**src/rtl/bitmap_iter_pkg.sv**
```systemverilog
// Shared constants and helpers for the bitmap iterator.
// No logic; state encodings and a constant clog2 used for parameter checks.
// Not applicable (package only).
package bitmap_iter_pkg;

    // Scanner state encoding (two bits, value 3 unused)
    localparam logic [1:0] ST_IDLE = 2'd0;
    localparam logic [1:0] ST_SCAN = 2'd1;
    localparam logic [1:0] ST_DONE = 2'd2;

    // Ceiling log2 evaluated at elaboration time
    function automatic int clog2(input int value);
        int r;
        r = 0;
        while ((1 << r) < value) begin
            r = r + 1;
        end
        return r;
    endfunction

endpackage

```
**src/rtl/bitmap_iter_ff_set.sv**
```systemverilog
// Find-first-set: lowest set bit index of vect_in via a BLOCK_WIDTH-ary tree.
// Latency: purely combinational, zero cycles.
// Backpressure: none; the output follows the input every cycle.
module ff_set
    import bitmap_iter_pkg::*;
#(
    parameter int VECT_WIDTH     = 64,
    parameter int VECT_IND_WIDTH = 6,
    parameter int BLOCK_WIDTH    = 2
) (
    input  logic [VECT_WIDTH-1:0]     vect_in,
    output logic                      val_out,
    output logic [VECT_IND_WIDTH-1:0] ind_out
);

    // Index bits contributed by one tree level, and number of levels
    localparam int LB     = clog2(BLOCK_WIDTH);
    localparam int LEVELS = VECT_IND_WIDTH / LB;

    if ((1 << LB) != BLOCK_WIDTH) begin : g_bw_chk
        $error("ff_set: BLOCK_WIDTH must be a power of two");
    end
    if ((LEVELS * LB != VECT_IND_WIDTH) || ((1 << VECT_IND_WIDTH) != VECT_WIDTH)) begin : g_vw_chk
        $error("ff_set: VECT_WIDTH must be a power of BLOCK_WIDTH");
    end

    // Per-level node valid flags and partial indices; level 0 is the raw vector
    logic [VECT_WIDTH-1:0]     lvl_val [LEVELS+1];
    logic [VECT_IND_WIDTH-1:0] lvl_ind [LEVELS+1][VECT_WIDTH];

    // Reduce BLOCK_WIDTH children per node; the lowest valid child wins
    always_comb begin
        for (int l = 0; l <= LEVELS; l++) begin
            lvl_val[l] = '0;
            for (int n = 0; n < VECT_WIDTH; n++) begin
                lvl_ind[l][n] = '0;
            end
        end
        lvl_val[0] = vect_in;
        for (int l = 0; l < LEVELS; l++) begin
            for (int n = 0; n < (VECT_WIDTH >> ((l + 1) * LB)); n++) begin
                // Walk children high to low so the lowest set child is written last
                for (int b = BLOCK_WIDTH - 1; b >= 0; b--) begin
                    if (lvl_val[l][n*BLOCK_WIDTH + b]) begin
                        lvl_val[l+1][n] = 1'b1;
                        lvl_ind[l+1][n] = lvl_ind[l][n*BLOCK_WIDTH + b]
                                        | (VECT_IND_WIDTH'(b) << (l * LB));
                    end
                end
            end
        end
        val_out = lvl_val[LEVELS][0];
        ind_out = lvl_ind[LEVELS][0];
    end

endmodule

```
**src/rtl/bitmap_iter.sv**
```systemverilog
// Holds a window bitmap and emits each set bit index (plus base+index) lowest first.
// Latency: first index one cycle after load; one index per cycle; done two cycles after last.
// Backpressure: idx_out/seq_out hold while idx_val & !idx_rdy; load_rdy low until idle.
// Optional flush input enabled by defining BITMAP_ITER_FLUSH_EN.
module bitmap_iter
    import bitmap_iter_pkg::*;
#(
    parameter int VECT_WIDTH     = 64,
    parameter int VECT_IND_WIDTH = 6,
    parameter int BLOCK_WIDTH    = 2,
    parameter int SEQ_WIDTH      = 32
) (
    input  logic                      clk,
    input  logic                      rst,
    input  logic                      load_val,
    input  logic [VECT_WIDTH-1:0]     load_vect,
    input  logic [SEQ_WIDTH-1:0]      load_base,
    output logic                      load_rdy,
    output logic                      idx_val,
    input  logic                      idx_rdy,
    output logic [VECT_IND_WIDTH-1:0] idx_out,
    output logic [SEQ_WIDTH-1:0]      seq_out,
    output logic                      done
`ifdef BITMAP_ITER_FLUSH_EN
    ,
    input  logic                      flush
`endif
);

    if (VECT_IND_WIDTH != clog2(VECT_WIDTH)) begin : g_ind_chk
        $error("bitmap_iter: VECT_IND_WIDTH must equal log2(VECT_WIDTH)");
    end

    logic [1:0]                state_q, state_d;
    logic [VECT_WIDTH-1:0]     vect_q, vect_d;
    logic [SEQ_WIDTH-1:0]      base_q, base_d;

    logic                      ff_val;
    logic [VECT_IND_WIDTH-1:0] ff_ind;
    logic [VECT_WIDTH-1:0]     clr_mask;
    logic                      in_scan;

    ff_set #(
        .VECT_WIDTH    (VECT_WIDTH),
        .VECT_IND_WIDTH(VECT_IND_WIDTH),
        .BLOCK_WIDTH   (BLOCK_WIDTH)
    ) u_ff_set (
        .vect_in(vect_q),
        .val_out(ff_val),
        .ind_out(ff_ind)
    );

    // One-hot mask of the bit currently presented; only this bit clears on transfer
    assign clr_mask = {{(VECT_WIDTH-1){1'b0}}, 1'b1} << ff_ind;
    assign in_scan  = (state_q == ST_SCAN);

    // Outputs are unregistered; the held bitmap drives them directly
    assign load_rdy = (state_q == ST_IDLE);
    assign idx_val  = in_scan & ff_val;
    assign idx_out  = ff_ind;
    assign seq_out  = base_q + SEQ_WIDTH'(ff_ind);
    assign done     = (state_q == ST_DONE);

    // Next-state logic for the scan FSM and held bitmap/base
    always_comb begin
        state_d = state_q;
        vect_d  = vect_q;
        base_d  = base_q;
        case (state_q)
            ST_IDLE: begin
                if (load_val) begin
                    vect_d  = load_vect;
                    base_d  = load_base;
                    state_d = ST_SCAN;
                end
            end
            ST_SCAN: begin
                // An empty bitmap is only seen after the last transfer has landed,
                // which gives the one idle SCAN cycle before DONE
                if (!ff_val) begin
                    state_d = ST_DONE;
                end else if (idx_rdy) begin
                    vect_d = vect_q & ~clr_mask;
                end
`ifdef BITMAP_ITER_FLUSH_EN
                // Flush wins over a same-cycle transfer; remaining bits are dropped
                if (flush) begin
                    vect_d  = '0;
                    state_d = ST_DONE;
                end
`endif
            end
            ST_DONE: begin
                state_d = ST_IDLE;
            end
            default: begin
                state_d = ST_IDLE;
            end
        endcase
    end

    // State, bitmap and base registers with asynchronous reset
    always_ff @(posedge clk or posedge rst) begin
        if (rst) begin
            state_q <= ST_IDLE;
            vect_q  <= '0;
            base_q  <= '0;
        end else begin
            state_q <= state_d;
            vect_q  <= vect_d;
            base_q  <= base_d;
        end
    end

endmodule

```
**config.mk**
```make
export PLATFORM = sky130hd
export DESIGN_NAME = bitmap_iter
export DESIGN_NICKNAME = d
export VERILOG_FILES = /design/src/rtl/bitmap_iter_pkg.sv /design/src/rtl/bitmap_iter_ff_set.sv /design/src/rtl/bitmap_iter.sv
export SDC_FILE = /design/constraint.sdc
export NUM_CORES = 1
export LEC_CHECK = 0
export ABC_AREA = 1
export CORE_MARGIN = 3
export CORE_UTILIZATION = 25
export CTS_BUF_LIST = sky130_fd_sc_hd__clkbuf_16
export DETAILED_ROUTE_END_ITERATION = 10
export GPL_TIMING_DRIVEN = 1
export SLEW_MARGIN = 25
export SYNTH_ARGS = -nofsm -noshare
export SYNTH_HDL_FRONTEND = slang
export SYNTH_SLANG_ARGS = --single-unit
export TNS_END_PERCENT = 100
```
**constraint.sdc**
```tcl
create_clock -name clk -period 10.6 [get_ports clk]
set_clock_uncertainty 0.05 [all_clocks]
set_input_delay 2.12 -clock clk [delete_from_list [all_inputs] [get_ports clk]]
set_output_delay 2.12 -clock clk [all_outputs]
set_load 0.02 [all_outputs]
```
==> flow_summary.ini <==
[timing]
totalNegativeSetupSlack_ns = 0
setup_slack_ns = 2.71
worstMarginPinSlew_ns = 0.870
final-max-slew-violation-count = 0
rsz0062_at_grt = no
timing.final.setup_violations = 0
minimum_hold_slack_ns = 0.469
minimum_clock_period_after_layout_ns = 7.89
worst_slew_margin_rel = 0.419
part_of_the_cycle_the_worst_path_needs = 0.744
timing.final.hold_violations = 0
max_freq_mhz = 127

[placed_design]
gp_congestion = 0.870
hpwlAfterDp_um = 16400
dp_cells = 1461
portBuffers = 140
dp_slack_ns = 3.15

[floorplan]
die_h_um = 172
die-width_um = 172
starting_density = 0.255
fp-row-count = 60
design.core.area_um2 = 27100
io-pin-count = 141
die_area_um2 = 29700

[grt]
groute.usage.overall = 0.147
grt-ovfl-total = 0
grt_first_pass_wirelength_um = 34700
grt_max_degree = 81
antenna_found_initial = 3
grt_pass1_vias = 6502

[synth]
synth.distinct_cells = 36
postSynth.topFlopCell = sky130_fd_sc_hd__dfrtp_1
synth_edf_count = 0
mappedNetlistNets = 1096
synthesis.instances = 989
synth_seq_area_share = 0.354
ys_seq_elements = 98
syn_avg_cell_area_um2 = 7.00
postSynth.asyncResetShare = 1.00
yosysWarnings = 0
syn-cell-area_um2 = 6920

[worst_setup_path]
timing.critical_path.to_type = output pin
worstSetupStartpointType = flop
worst_setup_path_category = flop to output pin
worstPathBufferInverterCount = 3
cell_breakdown_of_the_critical_path = nor2_1 -> nand2_1 -> nor2_2 -> nand2_2 -> o21ai_0 -> nand2_1 -> nand2_1 -> inv_1 -> ha_1 -> nand3b_1 -> nand2_1 -> a21boi_2 -> nor2_1 -> nand3_1 -> nor2_1 -> nand2_1 -> nor2_1 -> nand2_1 -> inv_1 -> nand2_1 -> xnor2_1 -> clkdlybuf4s50_1
worst_path_most_repeated_cell = sky130_fd_sc_hd__nand2_1
cpPeakStageDelay_ns = 0.65
cp_data_arrival_time_ns = 5.72
critPathRequiredTime_ns = 8.43
critPathMaxFanout = 22
reg2reg_depth = 14
cp_slowest_cell = sky130_fd_sc_hd__clkdlybuf4s50_1
timing.critical_path.max_delay_family = simple AND/OR/NAND/NOR gates
path_depth = 22

[clock_tree]
cts_sinks = 98
clkLatencyLatePin_ns = 0.36
post_cts.repair.setup_buffers = 0
clkSlewWorstSetupHoldPaths_ns = 0.07
tritoncts = yes
clock-root-buffer = sky130_fd_sc_hd__clkbuf_16
post_cts_hold_buffer_count = 0
cts_h_tree_depth = 3
clockBufferDepth = 2
cts_buffers = 9
post_cts_resize_count = 0

[power]
power_report.internal_total_mw = 0.772
comb_power_share = 0.254
clkPwrFrac = 0.342
power_switching_share = 0.315
net-switching-power_mw = 0.356
ir_worst_vdd_v = 0.0000727
pwr-share-seq = 0.404
leakage_nw = 4.24
power-per-cell-area_nw_per_um2 = 125

[run_status]
status = finished, final reports clean

[final_layout]
post_route_cells_drive_above_1_share = 0.0931
areaGrowthSynthToFinish_pct = 30.1
layout.core_utilization = 0.332
instances_no_fill = 1481
nNetsFinal = 1208

[drt]
detailedRoute.firstIterationViolations = 585
avgViaCountPerCell = 4.51
wl_per_cell_um = 14.7
post_route_drc = 0
vias = 6684
post_route_wl_um = 21800
antenna_violating_nets_post_route = 0
first_pass_iters = 5

[job]
cap_violations = 0

[min_path]
hold_path_cell_cnt = 1
worstHoldPathType = flop to flop
## worst paths after layout
check                           startpoint     endpoint  slack [ns]
worst max register to register   vect_q[2]   vect_q[25]        7.04
min in group asynchronous              rst    base_q[0]        2.05
worst min-delay path             base_q[0]    base_q[0]        0.47
worst max-delay path            vect_q[34]  seq_out[26]        2.71
max in group asynchronous              rst   vect_q[22]        7.43
worst min register to register   base_q[0]    base_q[0]        0.47
## metal layers
| layer | share of wire | track usage |
|---|---|---|
| met4 | 0.017 | 0.0441 |
| met1 | 0.48 | 0.209 |
| met5 | 0 | 0 |
| met2 | 0.46 | 0.231 |
| met3 | 0.044 | 0.0254 |
## stage by stage
step	power (mW)	cell area (um2)
2_1_floorplan	0.646	6920
3_3_place_gp	0.743	8640
3_5_place_dp	0.750	8640
4_1_cts	1.14	8980
5_1_grt	1.20	9010
6_report	1.13	9010
## worst register-to-register path, stage by stage (launching register included)
cell	delay, ns
sky130_fd_sc_hd__dfrtp_1	0.42
sky130_fd_sc_hd__nor2_1	0.07
sky130_fd_sc_hd__nand2_1	0.10
sky130_fd_sc_hd__nor2_1	0.08
sky130_fd_sc_hd__nand2_2	0.14
sky130_fd_sc_hd__inv_2	0.09
sky130_fd_sc_hd__nand3_4	0.10
sky130_fd_sc_hd__nor2_2	0.06
sky130_fd_sc_hd__nor2_2	0.10
sky130_fd_sc_hd__nand2_1	0.08
sky130_fd_sc_hd__nand2_2	0.05
sky130_fd_sc_hd__buf_4	0.59
sky130_fd_sc_hd__clkinv_2	0.90
sky130_fd_sc_hd__a21oi_1	0.50
sky130_fd_sc_hd__a21oi_1	0.11
## power by group through the flow
stage / combinational [mW] / sequential (mW) / clock, mW
after floorplan: 0.192 / 0.454 / 0
after global placement: 0.283 / 0.460 / 0
after detailed placement: 0.287 / 0.463 / 0
after CTS: 0.288 / 0.456 / 0.396
after global routing: 0.323 / 0.464 / 0.413
final: 0.286 / 0.456 / 0.385
## cells in the final DEF (no fill, tap or decap), types with 9 or more instances in the layout
| cell type | n |
|---|---|
| sky130_fd_sc_hd__mux2_2 | 22 |
| sky130_fd_sc_hd__a21oi_1 | 153 |
| sky130_fd_sc_hd__nor2_1 | 183 |
| sky130_fd_sc_hd__dfrtp_1 | 98 |
| sky130_fd_sc_hd__inv_1 | 106 |
| sky130_fd_sc_hd__clkbuf_16 | 9 |
| sky130_fd_sc_hd__xnor2_1 | 9 |
| sky130_fd_sc_hd__nand3_1 | 45 |
| sky130_fd_sc_hd__xor2_1 | 21 |
| sky130_fd_sc_hd__nor2_2 | 16 |
| sky130_fd_sc_hd__clkdlybuf4s50_1 | 140 |
| sky130_fd_sc_hd__nand4_1 | 38 |
| sky130_fd_sc_hd__nor3_1 | 11 |
| sky130_fd_sc_hd__o21ai_0 | 12 |
| sky130_fd_sc_hd__nand2_1 | 173 |
## registers in the layout, summed over array words and instances (netlist names)
signal / cells
vect_q: 64
base_q: 32
state_q: 2
## cell families after synthesis
kind of cell | count (synthesis) | share of synthesized area
simple gates | 503 | 0.340
compound gates | 171 | 0.127
buf+inv | 158 | 0.0914
flops | 98 | 0.354
xor+xnor | 30 | 0.0379
mux | 22 | 0.0358
fa+ha+maj | 7 | 0.0137
## synthesized netlist by cell type, types with 12 or more instances
library cell                 n  area share
sky130_fd_sc_hd__o21ai_0    12      0.0087
sky130_fd_sc_hd__nand2_1   174       0.094
sky130_fd_sc_hd__inv_1     106       0.057
sky130_fd_sc_hd__a21oi_1   153        0.11
sky130_fd_sc_hd__nor2_1    183       0.099
sky130_fd_sc_hd__mux2_2     22       0.036
sky130_fd_sc_hd__nand3_1    45       0.033
sky130_fd_sc_hd__nor2_2     16       0.014
sky130_fd_sc_hd__clkbuf_1   24       0.013
sky130_fd_sc_hd__buf_2      14       0.010
sky130_fd_sc_hd__nand4_1    38       0.034
sky130_fd_sc_hd__dfrtp_1    98        0.35
sky130_fd_sc_hd__xor2_1     21       0.027
## area by class of cell
| class | count | area [um2] |
|---|---|---|
| flip-flops and latches | 98 | 2450 |
| inverters | 111 | 420 |
| well taps | 372 | 465 |
| diodes | 3 | 7.51 |
| multi-input cells | 733 | 3850 |
| fillers | 2902 | 18100 |
| repair buffers | 148 | 1470 |
| clock inverters | 7 | 118 |
| clock buffers | 9 | 225 |
Note: power is estimated with default switching activity, not from simulation.
